$ cat config.mk
export PLATFORM = sky130hd
export DESIGN_NAME = layer_out_collector_flat
export DESIGN_NICKNAME = d
export VERILOG_FILES = /design/src/rtl/layer_out_collector_pkg.sv /design/src/rtl/layer_out_collector_if.sv /design/src/rtl/layer_out_collector_frame_bank.sv /design/src/rtl/layer_out_collector.sv /design/src/flat_wrapper.sv
export SDC_FILE = /design/constraint.sdc
export NUM_CORES = 1
export LEC_CHECK = 0
export ABC_AREA = 1
export CAP_MARGIN = 20
export CORE_ASPECT_RATIO = 0.8
export CORE_MARGIN = 2
export CORE_UTILIZATION = 60
export CTS_CLUSTER_DIAMETER = 40
export DETAILED_ROUTE_END_ITERATION = 16
export GPL_TIMING_DRIVEN = 0
export PLACE_DENSITY = 0.9
export SLEW_MARGIN = 20
export SYNTH_ARGS = -nofsm -noshare
export SYNTH_HDL_FRONTEND = slang
export SYNTH_SLANG_ARGS = --single-unit
$ cat constraint.sdc
create_clock -name clk -period 6.9 [get_ports clk]
set_clock_uncertainty 0.15 [all_clocks]
set_input_delay 0.69 -clock clk [delete_from_list [all_inputs] [get_ports clk]]
set_output_delay 0.69 -clock clk [all_outputs]
set_load 0.05 [all_outputs]
$ cat src/rtl/layer_out_collector_pkg.sv
// Shared widths and types for the layer output collector.
// A frame is M signed words of width T; IW indexes a word within a frame.
package layer_collect_pkg;

  localparam int unsigned T  = 16;
  localparam int unsigned M  = 6;
  localparam int unsigned IW = $clog2(M);

  typedef logic signed [T-1:0] word_t;
  typedef logic [IW-1:0]       idx_t;

  localparam idx_t LastIdx = idx_t'(M - 1);

  // IW can encode indices past the end of the frame when M is not a power of two.
  function automatic logic addr_in_range(input idx_t addr);
    return addr <= LastIdx;
  endfunction

endpackage

$ cat src/rtl/layer_out_collector_if.sv
// Upstream word stream plus downstream frame handshake and read port.
// The slave modport is the collector side; master is the pipeline/consumer side.
interface layer_out_collector_if;
  import layer_collect_pkg::*;

  logic  s_valid;
  logic  s_ready;
  word_t data_in;
  logic  f_valid;
  logic  f_ready;
  idx_t  f_argmax;
  word_t f_max;
  idx_t  rd_addr;
  word_t rd_data;

  modport slave (
    input  s_valid,
    input  data_in,
    input  f_ready,
    input  rd_addr,
    output s_ready,
    output f_valid,
    output f_argmax,
    output f_max,
    output rd_data
  );

  modport master (
    output s_valid,
    output data_in,
    output f_ready,
    output rd_addr,
    input  s_ready,
    input  f_valid,
    input  f_argmax,
    input  f_max,
    input  rd_data
  );

endinterface

$ cat src/rtl/layer_out_collector_frame_bank.sv
// One half of the ping-pong frame buffer: M word registers with a combinational
// read port, plus the frame's argmax result registers.
module frame_bank
  import layer_collect_pkg::*;
(
  input  logic  clk,
  input  logic  i_we,
  input  idx_t  i_wr_idx,
  input  word_t i_wr_data,
  input  logic  i_res_we,
  input  word_t i_res_max,
  input  idx_t  i_res_idx,
  input  idx_t  i_rd_addr,
  output word_t o_rd_data,
  output word_t o_max,
  output idx_t  o_idx
);

  word_t r_mem [M];
  word_t r_max;
  idx_t  r_idx;

  // Contents are qualified by the owner's full flag, so no reset is needed here.
  always_ff @(posedge clk) begin
    if (i_we) begin
      r_mem[i_wr_idx] <= i_wr_data;
    end
    if (i_res_we) begin
      r_max <= i_res_max;
      r_idx <= i_res_idx;
    end
  end

  always_comb begin
    o_rd_data = '0;
    if (addr_in_range(i_rd_addr)) begin
      o_rd_data = r_mem[i_rd_addr];
    end
  end

  assign o_max = r_max;
  assign o_idx = r_idx;

endmodule

$ cat src/rtl/layer_out_collector.sv
// Receive endpoint for the last layer: collects M-word frames into a ping-pong
// buffer, tracks a signed argmax per frame and presents completed frames in order.
module layer_out_collector
  import layer_collect_pkg::*;
(
  input  logic                   clk,
  input  logic                   reset,
  layer_out_collector_if.slave   lo_if
);

  logic [1:0] r_full;
  logic [1:0] w_full_d;
  logic       r_wr_bank;
  logic       r_rd_bank;
  idx_t       r_wr_idx;
  word_t      r_run_max;
  idx_t       r_run_idx;

  logic       w_s_ready;
  logic       w_f_valid;
  logic       w_accept;
  logic       w_pop;
  logic       w_last;
  word_t      w_max_d;
  idx_t       w_idx_d;
  logic [1:0] w_we;

  word_t      w_rd_data  [2];
  word_t      w_bank_max [2];
  idx_t       w_bank_idx [2];

  assign w_s_ready = !r_full[r_wr_bank];
  assign w_f_valid = r_full[r_rd_bank];
  assign w_accept  = lo_if.s_valid && w_s_ready;
  assign w_pop     = w_f_valid && lo_if.f_ready;
  assign w_last    = (r_wr_idx == LastIdx);

  // Running argmax including the word being accepted; strict > keeps the lowest index on ties.
  always_comb begin
    w_max_d = r_run_max;
    w_idx_d = r_run_idx;
    if (r_wr_idx == '0) begin
      w_max_d = lo_if.data_in;
      w_idx_d = '0;
    end else if (lo_if.data_in > r_run_max) begin
      w_max_d = lo_if.data_in;
      w_idx_d = r_wr_idx;
    end
  end

  // Set and clear never hit the same bank: accept needs it empty, pop needs it full.
  always_comb begin
    w_full_d = r_full;
    if (w_accept && w_last) begin
      w_full_d[r_wr_bank] = 1'b1;
    end
    if (w_pop) begin
      w_full_d[r_rd_bank] = 1'b0;
    end
  end

  always_ff @(posedge clk) begin
    if (reset) begin
      r_full    <= '0;
      r_wr_bank <= 1'b0;
      r_rd_bank <= 1'b0;
      r_wr_idx  <= '0;
      r_run_max <= '0;
      r_run_idx <= '0;
    end else begin
      r_full <= w_full_d;
      if (w_pop) begin
        r_rd_bank <= ~r_rd_bank;
      end
      if (w_accept) begin
        r_run_max <= w_max_d;
        r_run_idx <= w_idx_d;
        if (w_last) begin
          r_wr_idx  <= '0;
          r_wr_bank <= ~r_wr_bank;
        end else begin
          r_wr_idx <= r_wr_idx + 1'b1;
        end
      end
    end
  end

  assign w_we[0] = w_accept && !r_wr_bank;
  assign w_we[1] = w_accept &&  r_wr_bank;

  for (genvar b = 0; b < 2; b++) begin : g_bank
    frame_bank u_bank (
      .clk       (clk),
      .i_we      (w_we[b]),
      .i_wr_idx  (r_wr_idx),
      .i_wr_data (lo_if.data_in),
      .i_res_we  (w_we[b] && w_last),
      .i_res_max (w_max_d),
      .i_res_idx (w_idx_d),
      .i_rd_addr (lo_if.rd_addr),
      .o_rd_data (w_rd_data[b]),
      .o_max     (w_bank_max[b]),
      .o_idx     (w_bank_idx[b])
    );
  end

  assign lo_if.s_ready  = w_s_ready;
  assign lo_if.f_valid  = w_f_valid;
  assign lo_if.f_max    = w_f_valid ? w_bank_max[r_rd_bank] : '0;
  assign lo_if.f_argmax = w_f_valid ? w_bank_idx[r_rd_bank] : '0;
  assign lo_if.rd_data  = w_f_valid ? w_rd_data[r_rd_bank]  : '0;

endmodule

$ cat src/flat_wrapper.sv
// flat-port wrapper written by rule: the top's interface ports become plain ports
module layer_out_collector_flat import layer_collect_pkg::*;
  (clk, reset, lo_if_s_valid, lo_if_data_in, lo_if_f_ready, lo_if_rd_addr, lo_if_s_ready, lo_if_f_valid, lo_if_f_argmax, lo_if_f_max, lo_if_rd_data);
  layer_out_collector_if lo_if_i ();
  input  logic clk;
  input  logic reset;
  input wire logic [$bits(lo_if_i.s_valid)-1:0] lo_if_s_valid;
  input wire logic [$bits(lo_if_i.data_in)-1:0] lo_if_data_in;
  input wire logic [$bits(lo_if_i.f_ready)-1:0] lo_if_f_ready;
  input wire logic [$bits(lo_if_i.rd_addr)-1:0] lo_if_rd_addr;
  output wire logic [$bits(lo_if_i.s_ready)-1:0] lo_if_s_ready;
  output wire logic [$bits(lo_if_i.f_valid)-1:0] lo_if_f_valid;
  output wire logic [$bits(lo_if_i.f_argmax)-1:0] lo_if_f_argmax;
  output wire logic [$bits(lo_if_i.f_max)-1:0] lo_if_f_max;
  output wire logic [$bits(lo_if_i.rd_data)-1:0] lo_if_rd_data;
  assign lo_if_i.s_valid = lo_if_s_valid;
  assign lo_if_i.data_in = lo_if_data_in;
  assign lo_if_i.f_ready = lo_if_f_ready;
  assign lo_if_i.rd_addr = lo_if_rd_addr;
  assign lo_if_s_ready = lo_if_i.s_ready;
  assign lo_if_f_valid = lo_if_i.f_valid;
  assign lo_if_f_argmax = lo_if_i.f_argmax;
  assign lo_if_f_max = lo_if_i.f_max;
  assign lo_if_rd_data = lo_if_i.rd_data;
  layer_out_collector u_core (.clk(clk), .reset(reset), .lo_if(lo_if_i));
endmodule
==> metrics.cfg, run 1 <==
[status]
status=finished, final reports clean

[layout]
finalInstanceArea_sq_um=12760
drive_gt1_frac=0.09846
final_common_cell=edfxtp_1
fin_nets=1126
utilization=0.7108
syn_to_final_growth_pct=17.31
diodes=0
layout_common_cells=edfxtp_1 (230), nand2_1 (205), nor2_1 (122)

[floorplan]
core_area_sq_um=17950
io_pins=60
die-area_sq_um=19220
start_util=0.6059
rows=44
die_h_um=124.4
die_w_um=154.5

[drt]
drc=0
first_iter_violations=1410
ant_nets=0
dr.pass1.iters=6
routed_wl_um=28770
wl_per_cell_um=21.52
num_vias=8297
vias_per_cell=6.206

[critical_path]
crit_path_frequent_cell=clkdlybuf4s50_1
cp_slowest_cell=clkdlybuf4s50_1
cp-start-kind=input pin
cp_cell_sequence=clkdlybuf4s50_1, inv_1, nor2_2, clkbuf_1, o21ai_0, o211ai_1, nand2_1, a31oi_1, clkdlybuf4s50_1
crit_arrival_ps=3700
path_depth=9
path_class=input pin to primary output
crit_required_ps=6060
cp_max_fo=10
ff2ff_path_depth=7
cpPeakStageDelay_ps=850
critical-path-top-delay-family=buffers and inverters
endpoint_kind=primary output
critPathBufInv=4

[global_routing]
grt_pass1_vias=7936
grt_pass1_wl_um=43300
gr-total-overflow=0
grt_max_degree=19
antenna_found_initial=1
grt_use_total=0.2959

[synthesis]
netlist.area_leader.share=0.6351
yosys.area.top_type=edfxtp_1
syn_avg_cell_area_sq_um=10.97
synth_seq_cells=256
synth_nets=1030
yosys_warnings=0
yosysSeqAreaShare=0.6830
yosys-top-cells-area=edfxtp_1 (64%), nand2_1 (7.1%), dfxtp_1 (4.8%)
syn-cell-area_sq_um=10870
synth.distinct_cells=35
netlist_instances=991

[cts]
cts_resized=0
clockBufferDepth=3
cts_tree=yes
path_clk_slew_ps=60
post_cts_buffers=0
clk-insertion-delay-late_ps=540
root_buffer=clkbuf_16
cts_buffers=29
cts_sinks=256
htreeDepth=1
hold_buffers=0

[sta]
period_share=0.6581
finalHoldViolations=0
fin_ws_ps=2359
grt_setup_unrepaired=no
finalMaxSlewViolations=0
hold_ws_ps=367.6
tightest_slew_ps=1077
setup_viol=0
slew-limit-headroom=0.2814
min_period_ps=4541
fin_setup_tns_ps=0
max_freq_ghz=0.2202

[placed_design]
dpl-instance-area_sq_um=11870
dp_worst_setup_slack_ps=2523
hpwl_um=18590
gp_congestion=0.8700
portBuffers=56

[hold_path]
hold_path_class=flip-flop to flip-flop
min_path_cells=2

[power_and_ir_drop]
vdd_drop_max_v=0.0001842
p_per_area_nw_per_um2=270.3
p_leak_uw=0.004757

[job]
maxCapViolCount=0

## power by group
| group | leakage (uW) | internal, uW | switching (uW) |
|---|---|---|---|
| clock network | 0.000435 | 824 | 621 |
| registers | 0.00230 | 1720 | 10.5 |
| logic | 0.00202 | 76.4 | 194 |
| total | 0.00476 | 2620 | 825 |
## kinds of logic after synthesis
| group | count (synthesis) | share of synthesized area |
|---|---|---|
| flip-flops | 256 | 0.6830 |
| AO/OA/AOI/OAI | 196 | 0.1023 |
| buffers and inverters | 128 | 0.04844 |
| adder cells (fa/ha/maj) | 16 | 0.01841 |
| AND/OR/NAND/NOR | 395 | 0.1479 |
## routing by layer
| metal | vias up | global-route usage | wire length, um |
|---|---|---|---|
| li1 | 3634 | - | - |
| met1 | 3928 | 0.4059 | 10710 |
| met2 | 629 | 0.4735 | 13420 |
| met3 | 106 | 0.06611 | 3628 |
| met4 | 0 | 0.1008 | 1019 |
| met5 | - | 0 | 0 |
## cell type report
cell class | count | area [sq um]
flip-flops and latches | 256 | 7427
clock buffers | 35 | 758.2
clock inverters | 16 | 132.6
repair buffers | 65 | 673.1
plain buffers | 52 | 236.5
well taps | 230 | 287.8
multi-input cells | 607 | 2950
inverters | 76 | 290.3
fillers | 1150 | 5191
## worst paths after layout
check,start,to,slack (ps)
setup / recovery,lo_if_rd_addr[2],lo_if_rd_data[13],2360
hold / removal,u_core.r_full[0],u_core.r_full[0],370
setup reg to reg,u_core.r_wr_bank,u_core.g_bank[0].u_bank.r_mem[0][13],4020
hold reg to reg,u_core.r_full[0],u_core.r_full[0],370
## sequential cells by signal (all words and copies together), names as in the netlist
name,flops
u_core.g_bank.u_bank.r_mem,192
u_core.g_bank.u_bank.o_max,32
u_core.r_run_max,16
u_core.g_bank.u_bank.o_idx,6
u_core.r_run_idx,3
u_core.r_wr_idx,3
u_core.r_full,2
u_core.r_rd_bank,1
u_core.r_wr_bank,1
## stage by stage
step	power, uW	instances
final	3448	1337
after global routing	3522	1337
after CTS	3432	1337
after detailed placement	2021	1286
after global placement	2002	1277
after floorplan	1919	991
## cells in the mapped netlist
cell type  count
a211oi_1       1
a21o_1         1
a21oi_1       27
a21oi_2        2
a31oi_1       16
a32o_1         3
buf_1          3
buf_2         14
buf_4          4
buf_6          1
clkbuf_1      29
clkbuf_2       1
clkinv_1       1
dfxtp_1       26
edfxtp_1     230
ha_1          16
inv_1         71
inv_2          3
inv_6          1
nand2_1      205
nand2_2        9
nand2_4        2
nand3_1       38
nand3_2        1
nand4_1        1
nand4_4        1
nor2_1       134
nor2_2         3
nor3_2         1
o211ai_1      16
o21a_1         1
o21ai_0       92
o21ai_1        6
o21ai_2        1
o22ai_1       30
## worst min-delay path, cell delays in order (launching register included)
cell and delay (ps):
dfxtp_1 330, o22ai_1 80, nor2_1 80
Note: power is estimated with default switching activity, not from simulation.
==> run 2, diff against run 1 <==
- clock period: 6.9 -> 4.6 ns (I/O delays scaled with it)
==> results of run 2 <==
Same layout as run 1 (identical final DEF). Status: finished, final reports clean.
Main changes from that run: setup slack after placement 2523 ps -> 682.9 ps; setup slack after layout 2359 ps -> 518.8 ps; hold slack 367.6 ps -> 292.7 ps; register-to-register setup slack 4020 ps -> 1720 ps; end point of the worst hold path u_core.r_full[0] -> u_core.r_run_max[4]; total power 3448 uW -> 5172 uW; worst IR drop on VDD 0.0001842 V -> 0.0002763 V
